--- src/rtl/markov_song_gen.sv ---
// -----------------------------------------------------------------------------
// markov_song_gen
//
// Generates a song of SONG_LEN pitches from a first-order Markov chain. Each
// row of the transition-weight table holds the weights from one current pitch
// to every candidate next pitch. For each note a random draw r in
// 0..PROB_TOTAL-1 is taken from a 16-bit Galois LFSR, the weights of the
// current row are accumulated column by column, and the first column whose
// running sum exceeds r becomes the next note. Committed notes are streamed
// out and stored in a song buffer that can be read back at any time.
//
// Ports
//   CLOCK_50    clock, rising edge
//   reset_n     synchronous active-low reset
//   start       one-cycle pulse, begins a new song (ignored while busy)
//   seed_load   loads seed into the LFSR (seed 0 loads 16'hACE1)
//   seed        16-bit LFSR seed
//   tbl_we      weight table write strobe (ignored while busy)
//   tbl_cur     table row (current pitch)
//   tbl_next    table column (candidate next pitch)
//   tbl_wdata   weight to write
//   rd_addr     song buffer read index
//   rd_note     song buffer read data, one cycle after rd_addr
//   note_valid  one-cycle pulse per committed note
//   note_out    committed note, valid with note_valid
//   note_count  notes committed in the current song
//   busy        high while a song is being generated
//   done        high from song completion until the next start or reset
// -----------------------------------------------------------------------------
module markov_song_gen #(
   parameter int NUM_NOTES  = 16,
   parameter int NOTE_W     = 4,
   parameter int SONG_LEN   = 256,
   parameter int PROB_W     = 7,
   parameter int PROB_TOTAL = 100,
   parameter int CNT_W      = 8
) (
   input  logic              CLOCK_50,
   input  logic              reset_n,
   input  logic              start,
   input  logic              seed_load,
   input  logic [15:0]       seed,
   input  logic              tbl_we,
   input  logic [NOTE_W-1:0] tbl_cur,
   input  logic [NOTE_W-1:0] tbl_next,
   input  logic [PROB_W-1:0] tbl_wdata,
   input  logic [CNT_W-1:0]  rd_addr,
   output logic [NOTE_W-1:0] rd_note,
   output logic              note_valid,
   output logic [NOTE_W-1:0] note_out,
   output logic [CNT_W:0]    note_count,
   output logic              busy,
   output logic              done
);

   // Accumulator is wide enough to sum a full row of maximum weights.
   localparam int ACC_W   = PROB_W + NOTE_W;
   localparam int TBL_N   = NUM_NOTES * NUM_NOTES;
   localparam int TBL_AW  = (TBL_N > 1) ? $clog2(TBL_N) : 1;
   localparam int SONG_AW = (SONG_LEN > 1) ? $clog2(SONG_LEN) : 1;

   localparam logic [15:0]       LFSR_INIT = 16'hACE1;
   // x^16 + x^14 + x^13 + x^11 + 1 in right-shifting Galois form
   localparam logic [15:0]       LFSR_TAPS = 16'hB400;
   localparam logic [NOTE_W-1:0] IDX_LAST  = NOTE_W'(NUM_NOTES - 1);

   typedef enum logic [2:0] {
      S_IDLE   = 3'd0,
      S_DRAW   = 3'd1,
      S_SCAN   = 3'd2,
      S_COMMIT = 3'd3,
      S_DONE   = 3'd4
   } state_t;

   // One Galois LFSR step.
   function automatic logic [15:0] lfsr_step(input logic [15:0] v);
      logic [15:0] shifted;
      shifted = v >> 1;
      if (v[0]) begin
         lfsr_step = shifted ^ LFSR_TAPS;
      end else begin
         lfsr_step = shifted;
      end
   endfunction

   // Scale a 16-bit random value into 0..PROB_TOTAL-1 with a full-width
   // product, so the draw is unbiased up to the LFSR resolution.
   function automatic logic [ACC_W-1:0] draw_scale(input logic [15:0] v);
      logic [31:0] prod;
      prod       = {16'h0000, v} * 32'(PROB_TOTAL);
      draw_scale = ACC_W'(prod >> 16);
   endfunction

   // Flat index of table entry [row][col].
   function automatic logic [TBL_AW-1:0] tbl_index(input logic [NOTE_W-1:0] row,
                                                   input logic [NOTE_W-1:0] col);
      tbl_index = TBL_AW'(32'(row) * 32'(NUM_NOTES) + 32'(col));
   endfunction

   state_t              state_r;
   logic [15:0]         lfsr_r;
   logic [NOTE_W-1:0]   cur_note_r;
   logic [NOTE_W-1:0]   idx_r;
   logic [NOTE_W-1:0]   sel_r;
   logic                found_r;
   logic [ACC_W-1:0]    acc_r;
   logic [ACC_W-1:0]    r_r;

   logic [PROB_W-1:0]   weight_mem [TBL_N];
   logic [NOTE_W-1:0]   song_mem   [SONG_LEN];

   logic                tbl_wr_s;
   logic [TBL_AW-1:0]   tbl_wr_idx_s;
   logic [PROB_W-1:0]   weight_s;
   logic [ACC_W-1:0]    acc_sum_s;
   logic                song_wr_s;
   logic [SONG_AW-1:0]  song_wr_idx_s;
   logic                rd_in_range_s;
   logic [CNT_W:0]      count_inc_s;
   logic                more_notes_s;

   // Table writes are accepted only while idle or done, so the weights a song
   // reads can never change under it; out-of-range coordinates are dropped.
   assign tbl_wr_s      = tbl_we && !busy
                          && (32'(tbl_cur)  < 32'(NUM_NOTES))
                          && (32'(tbl_next) < 32'(NUM_NOTES));
   assign tbl_wr_idx_s  = tbl_index(tbl_cur, tbl_next);

   // Live read of the weight under the scan cursor.
   assign weight_s      = weight_mem[tbl_index(cur_note_r, idx_r)];
   assign acc_sum_s     = acc_r + ACC_W'(weight_s);

   // A commit is suppressed on a reset edge so an abort writes nothing more.
   assign song_wr_s     = reset_n && (state_r == S_COMMIT);
   assign song_wr_idx_s = note_count[SONG_AW-1:0];
   assign rd_in_range_s = (32'(rd_addr) < 32'(SONG_LEN));

   assign count_inc_s   = note_count + {{CNT_W{1'b0}}, 1'b1};
   assign more_notes_s  = (32'(count_inc_s) < 32'(SONG_LEN));

   // Weight table storage; deliberately not cleared by reset.
   always_ff @(posedge CLOCK_50) begin
      if (tbl_wr_s) begin
         weight_mem[tbl_wr_idx_s] <= tbl_wdata;
      end
   end

   // Song buffer storage and its registered read port; not cleared by reset,
   // so unwritten entries keep their previous contents.
   always_ff @(posedge CLOCK_50) begin
      if (song_wr_s) begin
         song_mem[song_wr_idx_s] <= sel_r;
      end
      if (rd_in_range_s) begin
         rd_note <= song_mem[rd_addr[SONG_AW-1:0]];
      end else begin
         rd_note <= {NOTE_W{1'b0}};
      end
   end

   // Random source: free-running LFSR, seed load takes priority over advance.
   always_ff @(posedge CLOCK_50) begin
      if (!reset_n) begin
         lfsr_r <= LFSR_INIT;
      end else if (seed_load) begin
         if (seed == 16'h0000) begin
            lfsr_r <= LFSR_INIT;
         end else begin
            lfsr_r <= seed;
         end
      end else begin
         lfsr_r <= lfsr_step(lfsr_r);
      end
   end

   // Song generation FSM: DRAW (1) + SCAN (NUM_NOTES) + COMMIT (1) per note.
   always_ff @(posedge CLOCK_50) begin
      if (!reset_n) begin
         state_r    <= S_IDLE;
         busy       <= 1'b0;
         done       <= 1'b0;
         note_valid <= 1'b0;
         note_out   <= {NOTE_W{1'b0}};
         note_count <= {(CNT_W+1){1'b0}};
         cur_note_r <= {NOTE_W{1'b0}};
         idx_r      <= {NOTE_W{1'b0}};
         sel_r      <= {NOTE_W{1'b0}};
         found_r    <= 1'b0;
         acc_r      <= {ACC_W{1'b0}};
         r_r        <= {ACC_W{1'b0}};
      end else begin
         note_valid <= 1'b0;
         case (state_r)
            S_IDLE, S_DONE: begin
               if (start) begin
                  state_r    <= S_DRAW;
                  cur_note_r <= {NOTE_W{1'b0}};
                  note_count <= {(CNT_W+1){1'b0}};
                  busy       <= 1'b1;
                  done       <= 1'b0;
               end else begin
                  state_r    <= state_r;
               end
            end
            S_DRAW: begin
               r_r     <= draw_scale(lfsr_r);
               idx_r   <= {NOTE_W{1'b0}};
               acc_r   <= {ACC_W{1'b0}};
               sel_r   <= {NOTE_W{1'b0}};
               found_r <= 1'b0;
               state_r <= S_SCAN;
            end
            S_SCAN: begin
               acc_r <= acc_sum_s;
               // sel stays 0 (REST) if the row never exceeds the draw.
               if (!found_r && (acc_sum_s > r_r)) begin
                  sel_r   <= idx_r;
                  found_r <= 1'b1;
               end else begin
                  found_r <= found_r;
               end
               if (idx_r == IDX_LAST) begin
                  state_r <= S_COMMIT;
               end else begin
                  idx_r   <= idx_r + {{(NOTE_W-1){1'b0}}, 1'b1};
               end
            end
            S_COMMIT: begin
               note_out   <= sel_r;
               note_valid <= 1'b1;
               cur_note_r <= sel_r;
               note_count <= count_inc_s;
               if (more_notes_s) begin
                  state_r <= S_DRAW;
               end else begin
                  state_r <= S_DONE;
                  busy    <= 1'b0;
                  done    <= 1'b1;
               end
            end
            default: begin
               state_r <= S_IDLE;
               busy    <= 1'b0;
               done    <= 1'b0;
            end
         endcase
      end
   end

endmodule
--- config.mk ---
export PLATFORM = sky130hd
export DESIGN_NAME = markov_song_gen
export DESIGN_NICKNAME = d
export VERILOG_FILES = /design/src/rtl/markov_song_gen.sv
export SDC_FILE = /design/constraint.sdc
export NUM_CORES = 2
export LEC_CHECK = 0
export BUFFER_PORTS_ARGS = -buffer_cell sky130_fd_sc_hd__buf_2
export CELL_PAD_IN_SITES_DETAIL_PLACEMENT = 1
export CELL_PAD_IN_SITES_GLOBAL_PLACEMENT = 2
export CORE_ASPECT_RATIO = 0.6
export CORE_MARGIN = 5
export CORE_UTILIZATION = 30
export DETAILED_ROUTE_END_ITERATION = 10
export PLACE_DENSITY_LB_ADDON = 0.25
export RECOVER_POWER = 50
export SLEW_MARGIN = 20
export SYNTH_ARGS = -nofsm -noshare
export SYNTH_HDL_FRONTEND = slang
export SYNTH_SLANG_ARGS = --single-unit
--- constraint.sdc ---
create_clock -name CLOCK_50 -period 7.15 [get_ports CLOCK_50]
set_input_delay 0.715 -clock CLOCK_50 [delete_from_list [all_inputs] [get_ports CLOCK_50]]
set_output_delay 0.715 -clock CLOCK_50 [all_outputs]
set_load 0.1 [all_outputs]
==> flow_summary.json <==
{
  "status": "complete, but fails checks",
  "violations": "capacitance limit, slew limit",
  "finalSetupViolCount": 0,
  "ctsResizeCount": 0,
  "dp_hpwl_um": 213000,
  "start_util_pct": 30.0,
  "syn_area_um2": 114000,
  "leakagePower_uw": 0.0393,
  "ios": 64,
  "dr.pass1.iters": 5,
  "finClkSkew_ns": 0.0669,
  "maxCapViolCount": 25,
  "met2WireLength_um": 130000,
  "synthesis.nets": 5757,
  "nNetsFinal": 5987,
  "drive_above_1_share_pct": 22.7,
  "rows": 175,
  "numPortBuffers": 63,
  "numClockSinks": 2886,
  "syn2layout_area_growth_pct": 14.4,
  "viasPerCell": 5.20,
  "wl_met1_um": 168000,
  "hp-class": "input port to flip-flop",
  "h-tree-depth": 5,
  "r2r_start": "idx_r[0]",
  "slew_viol_final": 2691,
  "path_clk_slew_ns": 0.06,
  "rsz0062_at_grt": "false",
  "critical_path_required_ns": 7.27,
  "clockBufferDepth": 4,
  "post-route-util_pct": 34.4,
  "tightest_slew_ns": 6.68,
  "drt_first_iter_violations": 7321,
  "cts-buffers-inserted": 293,
  "wl_per_cell_um": 29.9,
  "r2r_cells": 19,
  "drc": 0,
  "power.density_nw_per_um2": 276,
  "min_to": "lfsr_r[0]",
  "worst_setup_path_start_kind": "input port",
  "fmax_mhz": 150,
  "grt_max_degree": 193,
  "grt_pass1_vias": 59005,
  "fillCellCount": 37228,
  "cp_top_family": "buffers and inverters",
  "place.gp.congestion": 0.788,
  "crit_slowest_cell": "clkbuf_2",
  "cp_cell_sequence": "clkbuf_1, clkbuf_2",
  "min_period_ns": 6.66,
  "cp_slowest_stage_delay_ns": 2.84,
  "r2r_end": "sel_r[2]",
  "critPathKind": "input port to flip-flop",
  "path_buf_inv": 2,
  "root_buffer": "clkbuf_16",
  "vias": 57927,
  "grt_pass1_wl_um": 469000,
  "die-area_um2": 391000,
  "synth_warnings": 0,
  "antenna_found_initial": 26,
  "synthArstFlopShare_pct": 0,
  "synth-seq-area-share_pct": 75.7,
  "synth_top_flop_cell": "edfxtp_1",
  "min_path_cells": 3,
  "setup.worst_path.start": "tbl_wdata[2]",
  "post-cts-setup-buffer-count": 0,
  "die_y_um": 486,
  "r2r_slack_ns": 0.50,
  "critPathCaptureType": "flip-flop",
  "cts_hold_buf": 0,
  "postRouteAntennaNets": 0,
  "drt_wl_total_um": 333000,
  "highest_layer": "met5",
  "irDropWorstVdd_mv": 0.194,
  "wl_met3_um": 28000,
  "min_from": "seed[0]",
  "synth_edf_count": 2816,
  "insertion_delay_ns": 0.87,
  "die_w_um": 804,
  "crit_path_max_fanout": 168,
  "layout_worst_path_cycle_share_pct": 93.2,
  "core_um2": 378000,
  "synth-seq-cells": 2886,
  "arrival_ns": 6.78,
  "synth_cells": 5632,
  "overflow": 0,
  "slew_headroom_pct": -345,
  "fin_setup_tns_ns": 0,
  "cts_tree": "yes",
  "syn_area_per_cell_um2": 20.2,
  "synth_cell_types": 62,
  "track_usage_pct": 16.6,
  "finalHoldViolations": 0
}
cells in the mapped netlist, types with 69 or more instances:
library cell,instances,area (um2)
a221oi_1,88,771
a22oi_1,114,856
buf_2,69,345
clkbuf_1,201,754
dfxtp_1,70,1400
edfxtp_1,2816,84600
ha_1,70,876
mux2i_1,107,1070
mux4_2,687,15500
nand2_1,127,477
nor2_1,549,2060
state kept, by name, summed over array words and instances (netlist names):
name	cells
done	1
weight_mem	1792
note_out	4
cur_note_r	4
found_r	1
song_mem	1024
r_r	7
sel_r	4
idx_r	4
lfsr_r	16
note_valid	1
note_count	9
rd_note	4
acc_r	11
state_r	3
busy	1
metrics by stage:
stage / total power (uW) / cells / area (um2) / hold WS (ns) / setup slack [ns]
final: 35800 / 11142 / 130000 / 0.102 / 0.489
after global routing: 37200 / 11134 / 130000 / 0.0524 / 0.132
after CTS: 36200 / 11133 / 130000 / 0.00317 / 0.517
after detailed placement: 20800 / 10611 / 121000 / 0.479 / 0.561
after global placement: 20800 / 10611 / 121000 / 0.476 / 0.443
after floorplan: 20000 / 5632 / 114000 / 0.444 / 2.31
where the power goes:
| group | total [uW] | switching (uW) | leakage [uW] | internal [uW] |
|---|---|---|---|---|
| Sequential | 18600 | 47.7 | 0.0262 | 18500 |
| Combinational | 1870 | 1150 | 0.00860 | 724 |
| Clock | 15400 | 6730 | 0.00453 | 8650 |
| Total | 35800 | 7930 | 0.0393 | 27900 |
cell type report:
class	instances	area (um2)	share of cell area, %
timing repair buffer	274	2150	1.65
multi-input combinational	2338	25800	19.9
tap	5044	6310	4.86
sequential	2886	86000	66.2
clock inverter	155	1600	1.24
clock buffer	367	7730	5.96
antenna	9	22.5	0.0173
inverter	69	259	0.199
routing by layer:
metal / vias to the layer above / track usage, %
met4: 2 / 3.17
met5: - / 0
met1: 31646 / 27.6
li1: 23753 / -
met3: 390 / 3.89
met2: 2136 / 21.7
logic make-up after synthesis:
| logic type | Yosys count | synth area share, % |
|---|---|---|
| xor gates and xnor gates | 16 | 0.123 |
| muxes | 795 | 14.6 |
| adders and majority gates | 81 | 0.966 |
| and+or+nand+nor | 872 | 3.26 |
| AOI/OAI and AO/OA | 574 | 3.69 |
| DFF | 2886 | 75.7 |
| buffers and inverters | 408 | 1.64 |
worst max-delay path by stage:
| stage | endpoint | cells after the start |
|---|---|---|
| 6_report | weight_mem[29][2] | 2 |
| 5_1_grt | weight_mem[29][2] | 2 |
| 4_1_cts | sel_r[1] | 19 |
| 3_5_place_dp | sel_r[2] | 19 |
| 3_3_place_gp | sel_r[1] | 19 |
| 2_1_floorplan | sel_r[0] | 23 |
cell usage in the layout (no fill, tap or decap), types with 8 or more instances in the layout:
| cell type | n |
|---|---|
| o31ai_1 | 8 |
| inv_6 | 13 |
| clkinv_1 | 50 |
| nor3_1 | 32 |
| clkinv_2 | 45 |
| diode_2 | 9 |
| fa_1 | 11 |
| bufinv_16 | 25 |
| dfxtp_1 | 66 |
| xnor2_1 | 10 |
| o211ai_1 | 10 |
| o221ai_1 | 15 |
| nand4_1 | 19 |
| nor2b_1 | 43 |
| mux2i_1 | 107 |
| inv_1 | 68 |
| a21oi_1 | 60 |
| edfxtp_1 | 2816 |
| o21ai_0 | 63 |
| a21boi_0 | 9 |
| a211oi_1 | 31 |
| nor2_1 | 546 |
| nand2b_1 | 14 |
| mux4_2 | 687 |
| and2_1 | 14 |
| ha_1 | 70 |
| o22ai_1 | 59 |
| buf_4 | 172 |
| clkbuf_1 | 84 |
| buf_12 | 23 |
| a221oi_1 | 88 |
| a22o_1 | 68 |
| buf_2 | 49 |
| a22oi_1 | 114 |
| nand2_1 | 126 |
| nand3_1 | 26 |
| clkinvlp_4 | 12 |
| clkbuf_16 | 297 |
No activity file was read; power rests on OpenSTA's default activity.
